### src/rtl/seg_pkg.sv
// Shared constants for the multiplexed seven-segment scan controller.
package seg_pkg;
    localparam logic [3:0] BLANK_CODE     = 4'hF;
    localparam logic [6:0] SEG_OFF        = 7'h7F;
    localparam int         DEFAULT_DIGITS = 4;
endpackage

### src/rtl/bcd_to_7seg.sv
// BCD to active-low seven-segment decoder, segment order {g,f,e,d,c,b,a}.
module bcd_to_7seg
    import seg_pkg::*;
(
    input  logic [3:0] bcd,
    output logic [6:0] seg_n
);
    always_comb begin
        seg_n = SEG_OFF;
        case (bcd)
            4'd0: seg_n = 7'b1000000;
            4'd1: seg_n = 7'b1111001;
            4'd2: seg_n = 7'b0100100;
            4'd3: seg_n = 7'b0110000;
            4'd4: seg_n = 7'b0011001;
            4'd5: seg_n = 7'b0010010;
            4'd6: seg_n = 7'b0000010;
            4'd7: seg_n = 7'b1111000;
            4'd8: seg_n = 7'b0000000;
            4'd9: seg_n = 7'b0010000;
            default: seg_n = SEG_OFF;
        endcase
    end
endmodule

### src/rtl/seg_scan_ctrl.sv
// Multiplexed display scanner: slot timing, one-deep input buffer swapped in
// only at frame boundaries, leading-zero blanking and anode guard time.
module seg_scan_ctrl
    import seg_pkg::*;
#(
    parameter int DIGITS = DEFAULT_DIGITS,
    parameter int DIV    = 50000,
    parameter int DEAD   = 16
) (
    input  logic                  clk,
    input  logic                  rst,
    input  logic                  in_valid,
    output logic                  in_ready,
    input  logic [4*DIGITS-1:0]   in_bcd,
    input  logic                  blank_lz,
    output logic [DIGITS-1:0]     an_n,
    output logic [6:0]            seg_n,
    output logic [3:0]            digit_bcd,
    output logic                  frame_start
);
    localparam int CW = $clog2(DIV);
    localparam int IW = $clog2(DIGITS);

    logic [CW-1:0]         cnt_reg, cnt_next;
    logic [IW-1:0]         idx_reg, idx_next;
    logic [4*DIGITS-1:0]   shown_reg, shown_next;
    logic [4*DIGITS-1:0]   pend_reg;
    logic                  pend_full_reg;
    logic                  blz_reg, blz_next;
    logic [DIGITS-1:0]     an_n_reg, an_n_next;
    logic [3:0]            digit_bcd_reg, digit_bcd_next;
    logic                  frame_start_reg;
    logic                  slot_end, wrap, accept, blank_sel;

    logic [3:0]            shown_dig [DIGITS];
    logic [DIGITS-1:0]     upper_zero;

    // upper_zero[k]: digits k..DIGITS-1 of the value about to be displayed are all zero
    for (genvar gi = 0; gi < DIGITS; gi++) begin : g_dig
        assign shown_dig[gi]  = shown_next[4*gi +: 4];
        assign upper_zero[gi] = (shown_next[4*DIGITS-1:4*gi] == '0);
    end

    assign accept = in_valid && !pend_full_reg;

    // Outputs are registered from next-state values so they line up with cnt/idx.
    always_comb begin
        slot_end   = (cnt_reg == CW'(DIV - 1));
        wrap       = slot_end && (idx_reg == IW'(DIGITS - 1));
        cnt_next   = slot_end ? '0 : cnt_reg + 1'b1;
        idx_next   = idx_reg;
        if (slot_end) begin
            idx_next = wrap ? '0 : idx_reg + 1'b1;
        end
        shown_next = (wrap && pend_full_reg) ? pend_reg : shown_reg;
        blz_next   = wrap ? blank_lz : blz_reg;
        blank_sel  = blz_next && (idx_next != '0) && upper_zero[idx_next];

        an_n_next = '1;
        if ((cnt_next >= CW'(DEAD)) && !blank_sel) begin
            an_n_next[idx_next] = 1'b0;
        end
        digit_bcd_next = blank_sel ? BLANK_CODE : shown_dig[idx_next];
    end

    always_ff @(posedge clk) begin
        if (rst) begin
            cnt_reg         <= '0;
            idx_reg         <= '0;
            shown_reg       <= '0;
            pend_reg        <= '0;
            pend_full_reg   <= 1'b0;
            blz_reg         <= 1'b0;
            an_n_reg        <= '1;
            digit_bcd_reg   <= BLANK_CODE;
            frame_start_reg <= 1'b0;
        end else begin
            cnt_reg         <= cnt_next;
            idx_reg         <= idx_next;
            shown_reg       <= shown_next;
            blz_reg         <= blz_next;
            an_n_reg        <= an_n_next;
            digit_bcd_reg   <= digit_bcd_next;
            frame_start_reg <= wrap;
            // A value accepted on the wrap cycle waits in pending for the next wrap.
            if (wrap && pend_full_reg) begin
                pend_full_reg <= 1'b0;
            end else if (accept) begin
                pend_reg      <= in_bcd;
                pend_full_reg <= 1'b1;
            end
        end
    end

    assign in_ready    = !pend_full_reg;
    assign an_n        = an_n_reg;
    assign digit_bcd   = digit_bcd_reg;
    assign frame_start = frame_start_reg;

    bcd_to_7seg u_dec (
        .bcd   (digit_bcd_reg),
        .seg_n (seg_n)
    );
endmodule

### config.mk
export PLATFORM = sky130hd
export DESIGN_NAME = seg_scan_ctrl
export DESIGN_NICKNAME = d
export VERILOG_FILES = /design/src/rtl/seg_pkg.sv /design/src/rtl/bcd_to_7seg.sv /design/src/rtl/seg_scan_ctrl.sv
export SDC_FILE = /design/constraint.sdc
export NUM_CORES = 1
export LEC_CHECK = 0
export ABC_AREA = 1
export BUFFER_PORTS_ARGS = -buffer_cell sky130_fd_sc_hd__buf_2
export CORE_ASPECT_RATIO = 0.75
export CORE_MARGIN = 2
export CORE_UTILIZATION = 50
export DETAILED_ROUTE_END_ITERATION = 8
export PLACE_DENSITY_LB_ADDON = 0.05
export SYNTH_ARGS = -nofsm -noshare
export SYNTH_HDL_FRONTEND = slang
export SYNTH_HIERARCHICAL = 1
export SYNTH_SLANG_ARGS = --single-unit
### constraint.sdc
create_clock -name clk -period 5.4 [get_ports clk]
set_input_delay 1.35 -clock clk [delete_from_list [all_inputs] [get_ports clk]]
set_output_delay 1.35 -clock clk [all_outputs]
set_load 0.02 [all_outputs]
* Word-level counts from Yosys, hierarchy flattened
Memories as Yosys holds them, arrays and structs flattened. A register that Yosys moved wholly into a read port is not among the register bits. Cells that the tools add are included.
Storage, ports and cells: output and inout port bits 17, register bits after elaboration 61, bits in read-only memories 112, memories 1, RAM bits 0, latch bits 0
Operators by class: magnitude comparators 4, add/sub/neg operators 2, equality and inequality tests 2, reduce and logical (&&, ||, !) cells 18, divide/modulo/power cells 0, multipliers 0, bitwise logic cells 4, multiplexer cells 13, shift-type cells 0
Memory list:
- (name not given) | depth 16, width 7, rd ports 1, clocked after memory_dff 1, wr ports 0, line bcd_to_7seg.sv:10 | case (bcd)
Operator list (number):
- 16-bit 2-to-1 mux | 2
- 16-bit by 1-bit adder with 16-bit output (second input constant) | 1
- 16-bit equality test (second input constant) | 1
- 16-bit by 5-bit greater-or-equal comparator with 1-bit output (second input constant) | 1
- 16-bit logical NOT | 1
- 12-bit logical NOT | 1
- 4-bit 2-to-1 mux | 3
- 4-bit binary-select mux with 2-bit select | 1
- 8-bit logical NOT | 1
- 1-bit logical AND | 7
- 2-bit OR reduction | 3
- 4-bit logical NOT | 1
- 2-bit 2-to-1 mux | 2
- 4-bit inverter | 1
- 3-bit greater-or-equal comparator (second input constant) | 1
- 2-bit by 3-bit less-than comparator with 1-bit output (second input constant) | 1
- 1-bit 2-to-1 mux | 3
- 2-bit inverter with 3-bit output | 1
- 2-bit by 1-bit adder with 2-bit output (second input constant) | 1
- 1-bit binary-select mux with 2-bit select | 1
- 1-bit demux with 2-bit select | 1
- 2-bit equality test (second input constant) | 1
- 2-bit by 1-bit greater-or-equal comparator with 1-bit output (second input constant) | 1
- 1-bit logical NOT | 2
- 3 further kinds | 4

* Logic depth before layout (Yosys ltp)
Gate-level depths: netlist of run 1.
depth after elaboration 12, mapped depth 15, depth with buffers taken out 15

* By module
Netlist of run 1, hierarchy kept.
Modules (own cells, without submodules):
- seg_scan_ctrl | cells an instance 400, area each 2835.2 µm², instances 1
- bcd_to_7seg | cells an instance 35, area each 187.7 µm², instances 1

* Worst setup path after synthesis of run 1
OpenSTA, ideal clock, no wires.
kind register to output, from reg, netlist name digit_bcd[1], to out seg_n[3], buffers on the path 0, path slack 2834 ps, arrival 1216 ps, cell stages (with the launch flop) 6, path through dfxtp_1 -> inv_1 -> ha_1 -> nand2_1 -> nand3_1 -> nand2_1
RTL lines:
- end: declaration | line seg_scan_ctrl.sv:17 | output logic [6:0] seg_n,

==> run_results.csv, run 1 <==
group,metric,value,unit
logic_synthesis,ys_warn_count,6,
timing,worst_slack,2520,ps
place,hpwlAfterDp,4.91,mm
route,drt-initial-drc-count,196,
logic_synthesis,synthDistinctLibCells,35,
timing,slew_violations,0,
final_layout,layout.nets,496,
global_route,grtUsageTotal,21.7,%
setup_path,max_stage_delay,430,ps
floorplan,die_y,71.3,um
clocking,cts-buffers-inserted,9,
clocking,cts.sinks,61,
setup_path,path_class,"reg -> out",
min_path,holdCritPathClass,"reg -> reg",
final_layout,drive_above_1_share,17.3,%
clocking,post_cts.repair.setup_buffers,0,
clocking,cts_tree,"done",
timing,tns,0,ps
timing,worst_pin_slew,714,ps
setup_path,required,4050,ps
floorplan,core,5830,sq um
clocking,cts-root-buf,"clkbuf_8",
logic_synthesis,synth_seq_cells,61,
clocking,cts.htree.levels,3,
timing,rsz0062_at_grt,"no",
route,drt_wl_total,6.71,mm
run,maxCapViolCount,0,
global_route,grt_first_pass_wirelength,11.4,mm
logic_synthesis,synth_area,3020,sq um
global_route,grt_max_degree,35,
pwr,vdd_drop_max,0.201,mV
setup_path,r2r-start,"idx_reg[0]",
setup_path,crit_slowest_cell,"dfxtp_1",
route,detail-route-antenna-nets,0,
setup_path,rr_worst_depth,9,
timing,fin_crit_sh,53.3,%
setup_path,worst_path_most_repeated_cell,"nand2_1",
pwr,finalPower,991,uW
global_route,antenna_found_initial,0,
floorplan,initial_core_util,51.9,%
route,dr.pass1.iters,5,
min_path,min-delay-start,"cnt_reg[0]",
timing,timing.fmax,347,MHz
timing,hold_viol_final,0,
global_route,grt_pass1_vias,2380,
floorplan,die_w,93.8,um
setup_path,end_kind,"primary output",
min_path,min_path_cells,1,
setup_path,worstPathCellList,"inv_1 -> ha_1 -> nand2_1 -> nand3_1 -> nand2_1 -> buf_2",
clocking,clk_pin_slew,70,ps
floorplan,row_count,24,
logic_synthesis,synth-seq-area-share,40.4,%
final_layout,area_growth,14.4,%
place,detailedPlace.worstSlack,2500,ps
min_path,min_to,"cnt_reg[0]",
floorplan,die_area,6690,sq um
timing,fin_crit,2880,ps
logic_synthesis,avgSynthCellArea,6.95,sq um
global_route,overflow,0,
setup_path,crit_fanout,6,
logic_synthesis,syn_inst,435,
place,gp_congestion,0.915,
timing,relSlewSlack,52.3,%
route,via_count,2814,
route,viasPerCell,5.10,
setup_path,r2r-end,"an_n[1]",
run_status,outcome,"complete, no violations",
pwr,p_leak,1.62,nW
timing,setup_viol,0,
floorplan,boundaryPins,37,
logic_synthesis,synth.net_count,462,
route,routedWlPerCell,12.2,um
final_layout,antenna-diode-count,0,
clocking,ctsResizeCount,0,
clocking,clk_latency,340,ps
timing,hold_ws,451,ps
clocking,ctsHoldBuffers,0,
clocking,cts_buffer_depth,2,
setup_path,crit_family,"flip-flops",
setup_path,critPathBufInv,2,
pwr,p_per_area,287,nW/um^2
place,port_buffers,36,
setup_path,regToRegSetupSlack,3200,ps
route,drc,0,
setup_path,cp-start-kind,"register",
setup_path,arrival,1530,ps
timing,finClkSkew,9.36,ps
==> how the worst max path moves through the flow <==
stage | startpoint | end | slack (ps) | depth (start not counted)
final | digit_bcd[1] | seg_n[3] | 2520 | 6
after floorplan | digit_bcd[1] | seg_n[3] | 2830 | 5
after global placement | rst | cnt_reg[3] | 2510 | 4
after CTS | digit_bcd[1] | seg_n[3] | 2500 | 6
after global routing | digit_bcd[1] | seg_n[3] | 2410 | 6
after detailed placement | rst | cnt_reg[3] | 2500 | 4
==> layout make-up <==
class / count / area [sq um]
Timing Repair Buffer: 36 / 180
Clock inverter: 5 / 83.8
Tap cell: 78 / 97.6
Clock buffer: 11 / 141
Fill cell: 564 / 2370
Inverter: 55 / 206
Sequential cell: 61 / 1220
Multi-Input combinational cell: 306 / 1530
==> layout by cell type (no fill, tap or decap), drive strengths merged, types with 3 or more instances in the layout <==
master	count
nand4	14
inv	55
o22ai	6
nand3	27
ha	7
xor2	3
o21ai	32
nor2	97
dfxtp	61
nand2	101
buf	36
a21oi	8
nor3	3
clkbuf	11
==> power breakdown <==
group          switching, mW  total, mW  internal (mW)
Clock                  0.178      0.452          0.273
Combinational         0.0415     0.0639         0.0224
Sequential            0.0117      0.476          0.464
==> Yosys cell counts <==
cell type / instances / share of area, %
a211oi_1: 1 / 0.25
clkbuf_1: 8 / 0.99
nand3_4: 1 / 0.58
nand3_2: 1 / 0.33
o22ai_1: 6 / 1.2
o21ai_2: 4 / 1.2
inv_1: 51 / 6.3
nor3b_1: 2 / 0.50
buf_1: 1 / 0.12
o21ai_0: 24 / 4.0
nand2_4: 1 / 0.37
o21ai_1: 2 / 0.33
nor2_1: 89 / 11
nor4_1: 1 / 0.21
o21bai_1: 1 / 0.25
a21boi_0: 1 / 0.25
nand4_2: 1 / 0.41
buf_2: 2 / 0.33
nor2_2: 5 / 1.0
inv_2: 4 / 0.50
nand4_1: 12 / 2.5
dfxtp_1: 61 / 40
nor3_1: 3 / 0.50
ha_1: 7 / 2.9
nand3b_1: 1 / 0.25
o21ai_4: 2 / 1.1
nand3_1: 25 / 4.1
a21oi_1: 8 / 1.3
nand2_1: 92 / 11
nor2_4: 3 / 1.1
and2_1: 1 / 0.21
xor2_1: 3 / 0.87
nand4_4: 1 / 0.70
nand2_2: 8 / 1.7
buf_6: 2 / 0.74
==> metrics by stage <==
stage          std cells  cell area, sq um  utilization, %
3_5_place_dp         536              3230            55.5
3_3_place_gp         536              3230            55.5
6_report             552              3460            59.4
2_1_floorplan        435              3020               -
4_1_cts              552              3460            59.4
5_1_grt              552              3460            59.4
==> routing by layer <==
metal	part of all wire, %	global-route usage (%)
met5	0	0
met3	8.4	6.83
met4	0.58	4.35
met2	39	29.0
met1	52	34.0
==> cells by family (layout without fill, tap and decap cells) <==
kind of cell,Yosys count,after routing,share of synthesized area (%)
XOR/XNOR,3,3,0.869
buffers and inverters,68,107,9.02
adder cells (fa/ha/maj),7,7,2.90
flip-flops,61,61,40.4
AO/OA/AOI/OAI,49,49,9.85
AND/OR/NAND/NOR,247,247,37.0
No activity file was read; power rests on OpenSTA's default activity.
==> run 2: changes to the inputs <==
clock period = 2.9 ns   (was 5.4 ns; I/O delays follow)
==> run 2 against run 1 <==
Against the previous run: sequential share of layout area rose by 0.10 points; non-clock buffer count rose by 2; critical path depth stayed put; register-to-register slack got worse by 2500 ps; clock skew increased by 6.0 ps; largest power group unchanged.
==> run_results.csv, run 2 (synthesis gave the netlist of run 1 again) <==
group,metric,value,unit
floorplan,row_count,24,
final_layout,antenna-diode-count,0,
setup_path,r2r-start,"cnt_reg[0]",
route,drt-initial-drc-count,144,
setup_path,crit_fanout,6,
timing,slew_violations,0,
final_layout,mostFrequentLayoutCell,"nand2_1",
timing,setup_viol,0,
floorplan,die_y,71.3,um
place,detailedPlace.worstSlack,765,ps
timing,rsz0062_at_grt,"no",
clocking,cts.sinks,61,
clocking,cts.htree.levels,3,
min_path,min_path_cells,1,
min_path,min_to,"cnt_reg[0]",
place,gp_congestion,0.900,
final_layout,final_cell_mix,"nand2_1 (92), nor2_1 (89), dfxtp_1 (61)",
global_route,antenna_found_initial,0,
floorplan,boundaryPins,37,
clocking,cts_buffer_depth,2,
final_layout,fin_cells,554,
route,viasPerCell,4.99,
setup_path,rr_worst_depth,11,
clocking,ctsHoldBuffers,0,
clocking,cts_tree,"done",
route,detail-route-antenna-nets,0,
setup_path,path_class,"reg -> out",
timing,finClkSkew,15.4,ps
place,hpwlAfterDp,4.96,mm
timing,worst_slack,640,ps
clocking,cts-root-buf,"clkbuf_8",
global_route,grt_max_degree,34,
place,place_inst,538,
floorplan,initial_core_util,51.9,%
timing,timing.fmax,442,MHz
timing,relSlewSlack,56.2,%
final_layout,area_growth,14.1,%
global_route,grtUsageTotal,21.5,%
route,drc,0,
floorplan,die_area,6690,sq um
place,port_buffers,36,
global_route,grt_pass1_vias,2382,
clocking,clk_latency,350,ps
floorplan,core,5830,sq um
setup_path,regToRegSetupSlack,750,ps
setup_path,cp-start-kind,"register",
timing,fin_crit,2260,ps
run,maxCapViolCount,0,
place,placed_area,3250,sq um
clocking,post_cts.repair.setup_buffers,0,
clocking,ctsResizeCount,0,
pwr,p_per_area,510,nW/um^2
final_layout,fillCellCount,590,
final_layout,fin_area,3450,sq um
timing,worst_pin_slew,657,ps
pwr,vdd_drop_max,0.291,mV
route,routedWlPerCell,11.9,um
timing,hold_viol_final,0,
setup_path,arrival,1540,ps
global_route,grt_first_pass_wirelength,11.2,mm
final_layout,post-route-util,59.2,%
final_layout,layout.nets,498,
global_route,overflow,0,
min_path,holdCritPathClass,"reg -> reg",
clocking,clk_pin_slew,70,ps
floorplan,die_w,93.8,um
timing,fin_crit_sh,77.9,%
route,via_count,2763,
timing,tns,0,ps
min_path,min-delay-start,"cnt_reg[0]",
pwr,finalPower,1.76,mW
final_layout,drive_above_1_share,17.6,%
route,drt_wl_total,6.59,mm
setup_path,end_kind,"primary output",
timing,hold_ws,455,ps
pwr,p_leak,1.62,nW
clocking,cts-buffers-inserted,9,
setup_path,r2r-end,"an_n[0]",
run_status,outcome,"complete, no violations",
setup_path,required,2170,ps
route,dr.pass1.iters,5,
run 2: changes by cell type in the layout (fill, tap and decap cells not counted):
cell,change
clkinv_4,+2
bufinv_16,-1
clkinvlp_4,-1
clkbuf_8,-1
inv_6,+1
buf_4,+2
run 2: report_power, final:
group / internal [mW] / switching, mW / total, mW
Clock: 0.404 / 0.350 / 0.754
Sequential: 0.864 / 0.0214 / 0.885
Combinational: 0.0425 / 0.0767 / 0.119
Total: 1.31 / 0.448 / 1.76
run 2: layout make-up:
type                    count  area [sq um]  share of cell area (%)
clock buffers              10           128                    3.70
well taps                  78          97.6                    2.83
clock inverters             6          72.6                    2.10
inverters                  55           206                    5.98
flip-flops and latches     61          1220                    35.4
repair buffers             38           195                    5.66
multi-input cells         306          1530                    44.3
run 2: worst max path at each step:
stage / from / endpoint / slack (ps)
final: digit_bcd[1] / seg_n[3] / 640
after global routing: cnt_reg[0] / an_n[1] / 500
after CTS: digit_bcd[1] / seg_n[3] / 620
after detailed placement: cnt_reg[0] / an_n[1] / 770
after global placement: cnt_reg[0] / an_n[0] / 850
after floorplan: digit_bcd[1] / seg_n[3] / 960
run 2: critical path: stages (launching register included):
cell	delay, ps
dfxtp_1	430
inv_1	110
ha_1	280
nand2_1	80
nand3_1	80
nand2_1	60
buf_2	160
run 2: routing by layer:
metal  wire length, um  GRT usage [%]  share of wire [%]  vias to the layer above
met5                 0              0                  0                        -
met4                69           7.25                1.0                        0
met3               437           7.05                6.6                        7
met2              2450           28.3                 37                       74
met1              3630           32.8                 55                     1227
li1                  -              -                  -                     1455
==> run 3: changes to the inputs <==
ABC_AREA = 0   (was 1)
clock period = 2.2 ns   (was 2.9 ns; I/O delays follow)
==> run 3 against run 2 <==
Against the previous run: the flow now finishes with violations (setup timing); count of clock-buffer cells in the layout decreased by 1; utilization increased by 13 points; synthesized cell count decreased by 22%; total power increased by 43%; flip-flop and latch count unchanged; via count decreased by 4.2%; largest cell class unchanged; largest power group is now clock.
==> run_results.csv, run 3 <==
group,metric,value,unit
pwr,p_per_area,643,nW/um^2
setup_path,end_kind,"register",
timing,setup_viol,9,
run_status,outcome,"finished, violations left",
timing,finClkSkew,4.25,ps
global_route,antenna_found_initial,0,
timing,worst_pin_slew,1030,ps
route,viasPerCell,5.26,
clocking,cts.sinks,61,
setup_path,path_class,"reg -> reg",
clocking,cts-root-buf,"clkbuf_8",
clocking,cts_tree,"done",
global_route,grt_pass1_vias,2403,
run,maxCapViolCount,0,
pwr,vdd_drop_max,0.398,mV
place,gp_congestion,0.866,
final_layout,final_cell_mix,"dfxtp_1 (59), buf_4 (51), nand2_1 (49)",
min_path,holdCritPathClass,"in -> reg",
logic_synthesis,synthDistinctLibCells,47,
timing,relSlewSlack,31.5,%
clocking,cts_buffer_depth,2,
final_layout,antenna-diode-count,0,
floorplan,initial_core_util,52.9,%
pwr,p_leak,1.67,nW
final_layout,layout.nets,450,
route,drc,0,
timing,timing.fmax,391,MHz
setup_path,worstPathCellList,"or4b_4 -> or4_4 -> mux2_4 -> a21oi_2 -> o211ai_2 -> buf_4 -> a21o_1",
final_layout,area_growth,35.7,%
global_route,overflow,0,
floorplan,die_y,69.7,um
clocking,cts-buffers-inserted,9,
setup_path,required,2430,ps
final_layout,fin_area,3910,sq um
route,drt-initial-drc-count,197,
setup_path,cp-start-kind,"register",
place,port_buffers,36,
global_route,grt_first_pass_wirelength,11.7,mm
global_route,grt_max_degree,36,
logic_synthesis,synth_flop_cell,"dfxtp_1",
timing,fin_crit_sh,116,%
global_route,grtUsageTotal,23.3,%
timing,fin_crit,2560,ps
place,hpwlAfterDp,5.03,mm
place,placed_area,3470,sq um
floorplan,core,5440,sq um
logic_synthesis,ys_async_sr_fraction,0,%
logic_synthesis,synth-seq-area-share,42.4,%
logic_synthesis,avgSynthCellArea,8.47,sq um
setup_path,arrival,2790,ps
setup_path,max_stage_delay,600,ps
timing,hold_viol_final,0,
final_layout,fin_cells,503,
logic_synthesis,synth.top_cell.area_share,42.4,%
floorplan,die_w,91.6,um
clocking,ctsHoldBuffers,0,
clocking,clk_pin_slew,70,ps
clocking,clk_latency,340,ps
logic_synthesis,yosys-top-cells-count,"dfxtp_1 (61), nand2_1 (49), nor2_1 (48)",
route,via_count,2646,
timing,slew_violations,0,
route,routedWlPerCell,13.9,um
floorplan,row_count,23,
logic_synthesis,synth.net_count,367,
logic_synthesis,synth_area_leaders,"dfxtp_1 (42%), mux2i_1 (6.6%), nand2_1 (6.4%), nor2_1 (6.3%), a21oi_1 (4.2%)",
timing,worst_slack,-361,ps
route,drt_wl_total,6.97,mm
floorplan,boundaryPins,37,
run_status,violations,"setup timing",
logic_synthesis,syn_inst,340,
logic_synthesis,ys_warn_count,6,
setup_path,crit_family,"simple AND/OR/NAND/NOR gates",
setup_path,crit_fanout,4,
logic_synthesis,synth_most_common_cell,"dfxtp_1",
setup_path,critPathBufInv,1,
logic_synthesis,synth_area,2880,sq um
final_layout,mostFrequentLayoutCell,"dfxtp_1",
timing,rsz0062_at_grt,"yes",
logic_synthesis,synth_seq_cells,61,
route,dr.pass1.iters,5,
logic_synthesis,yosysTopAreaCell,"dfxtp_1",
route,detail-route-antenna-nets,0,
clocking,cts.htree.levels,3,
place,place_inst,484,
logic_synthesis,synth_edf_count,0,
final_layout,drive_above_1_share,33.2,%
floorplan,die_area,6390,sq um
setup_path,crit_slowest_cell,"or4_4",
[run 3: kinds of logic after synthesis]
logic type	after synthesis	share of synthesized area, %
multiplexers	22	8.04
AND/OR/NAND/NOR	153	25.7
buffers and inverters	24	4.26
flip-flops	61	42.4
AO/OA/AOI/OAI	62	13.2
adder cells (fa/ha/maj)	7	3.04
XOR/XNOR	11	3.35
[run 3: worst min-delay path, stage by stage]
cell,delay (ps)
buf_2,90
nand2_1,40
a21oi_1,50
[run 3: final timing paths]
kind / end / cells past startpoint / slack (ps) / from
max: digit_bcd[2] / 7 / -360 / cnt_reg[13]
min: pend_reg[10] / 3 / 440 / in_bcd[10]
max reg2reg: digit_bcd[2] / 7 / -360 / cnt_reg[13]
min reg2reg: pend_reg[5] / 2 / 460 / pend_reg[5]
[run 3: area by class of cell]
cell class / count / area, sq um
clock inverters: 7 / 114
clock buffers: 9 / 124
well taps: 75 / 93.8
inverters: 7 / 26.3
fillers: 441 / 1530
flip-flops and latches: 61 / 1230
repair buffers: 89 / 609
multi-input cells: 255 / 1710
[run 3: power breakdown]
group / leakage (nW) / internal [mW] / switching (mW) / total, mW
Combinational: 1.05 / 0.0713 / 0.101 / 0.172
Sequential: 0.497 / 1.13 / 0.0304 / 1.16
Clock: 0.123 / 0.747 / 0.432 / 1.18
[run 3: stage by stage]
step	setup WS [ps]	util [%]	TNS (ps)	power, mW	hold WS [ps]
2_1_floorplan	-349	-	-3530	1.28	436
3_3_place_gp	-247	63.7	-1990	1.35	447
3_5_place_dp	-288	63.7	-2340	1.35	446
4_1_cts	-283	69.4	-2040	2.53	424
5_1_grt	-419	71.8	-3650	2.61	434
6_report	-361	71.8	-2620	2.51	439
[run 3: repair_timing]
action | in CTS | in global routing
pin swaps | 2 | 11
buffers inserted | 0 | 3
gates resized for setup | 15 | 22
setup endpoints to repair | 19 | 27
[run 3: metal layers]
| metal | up-vias | global-route usage [%] | share of wire [%] |
|---|---|---|---|
| li1 | 1369 | - | - |
| met4 | 0 | 8.42 | 1.1 |
| met5 | - | 0 | 0 |
| met2 | 88 | 31.1 | 40 |
| met3 | 10 | 6.30 | 6.9 |
| met1 | 1179 | 35.4 | 52 |
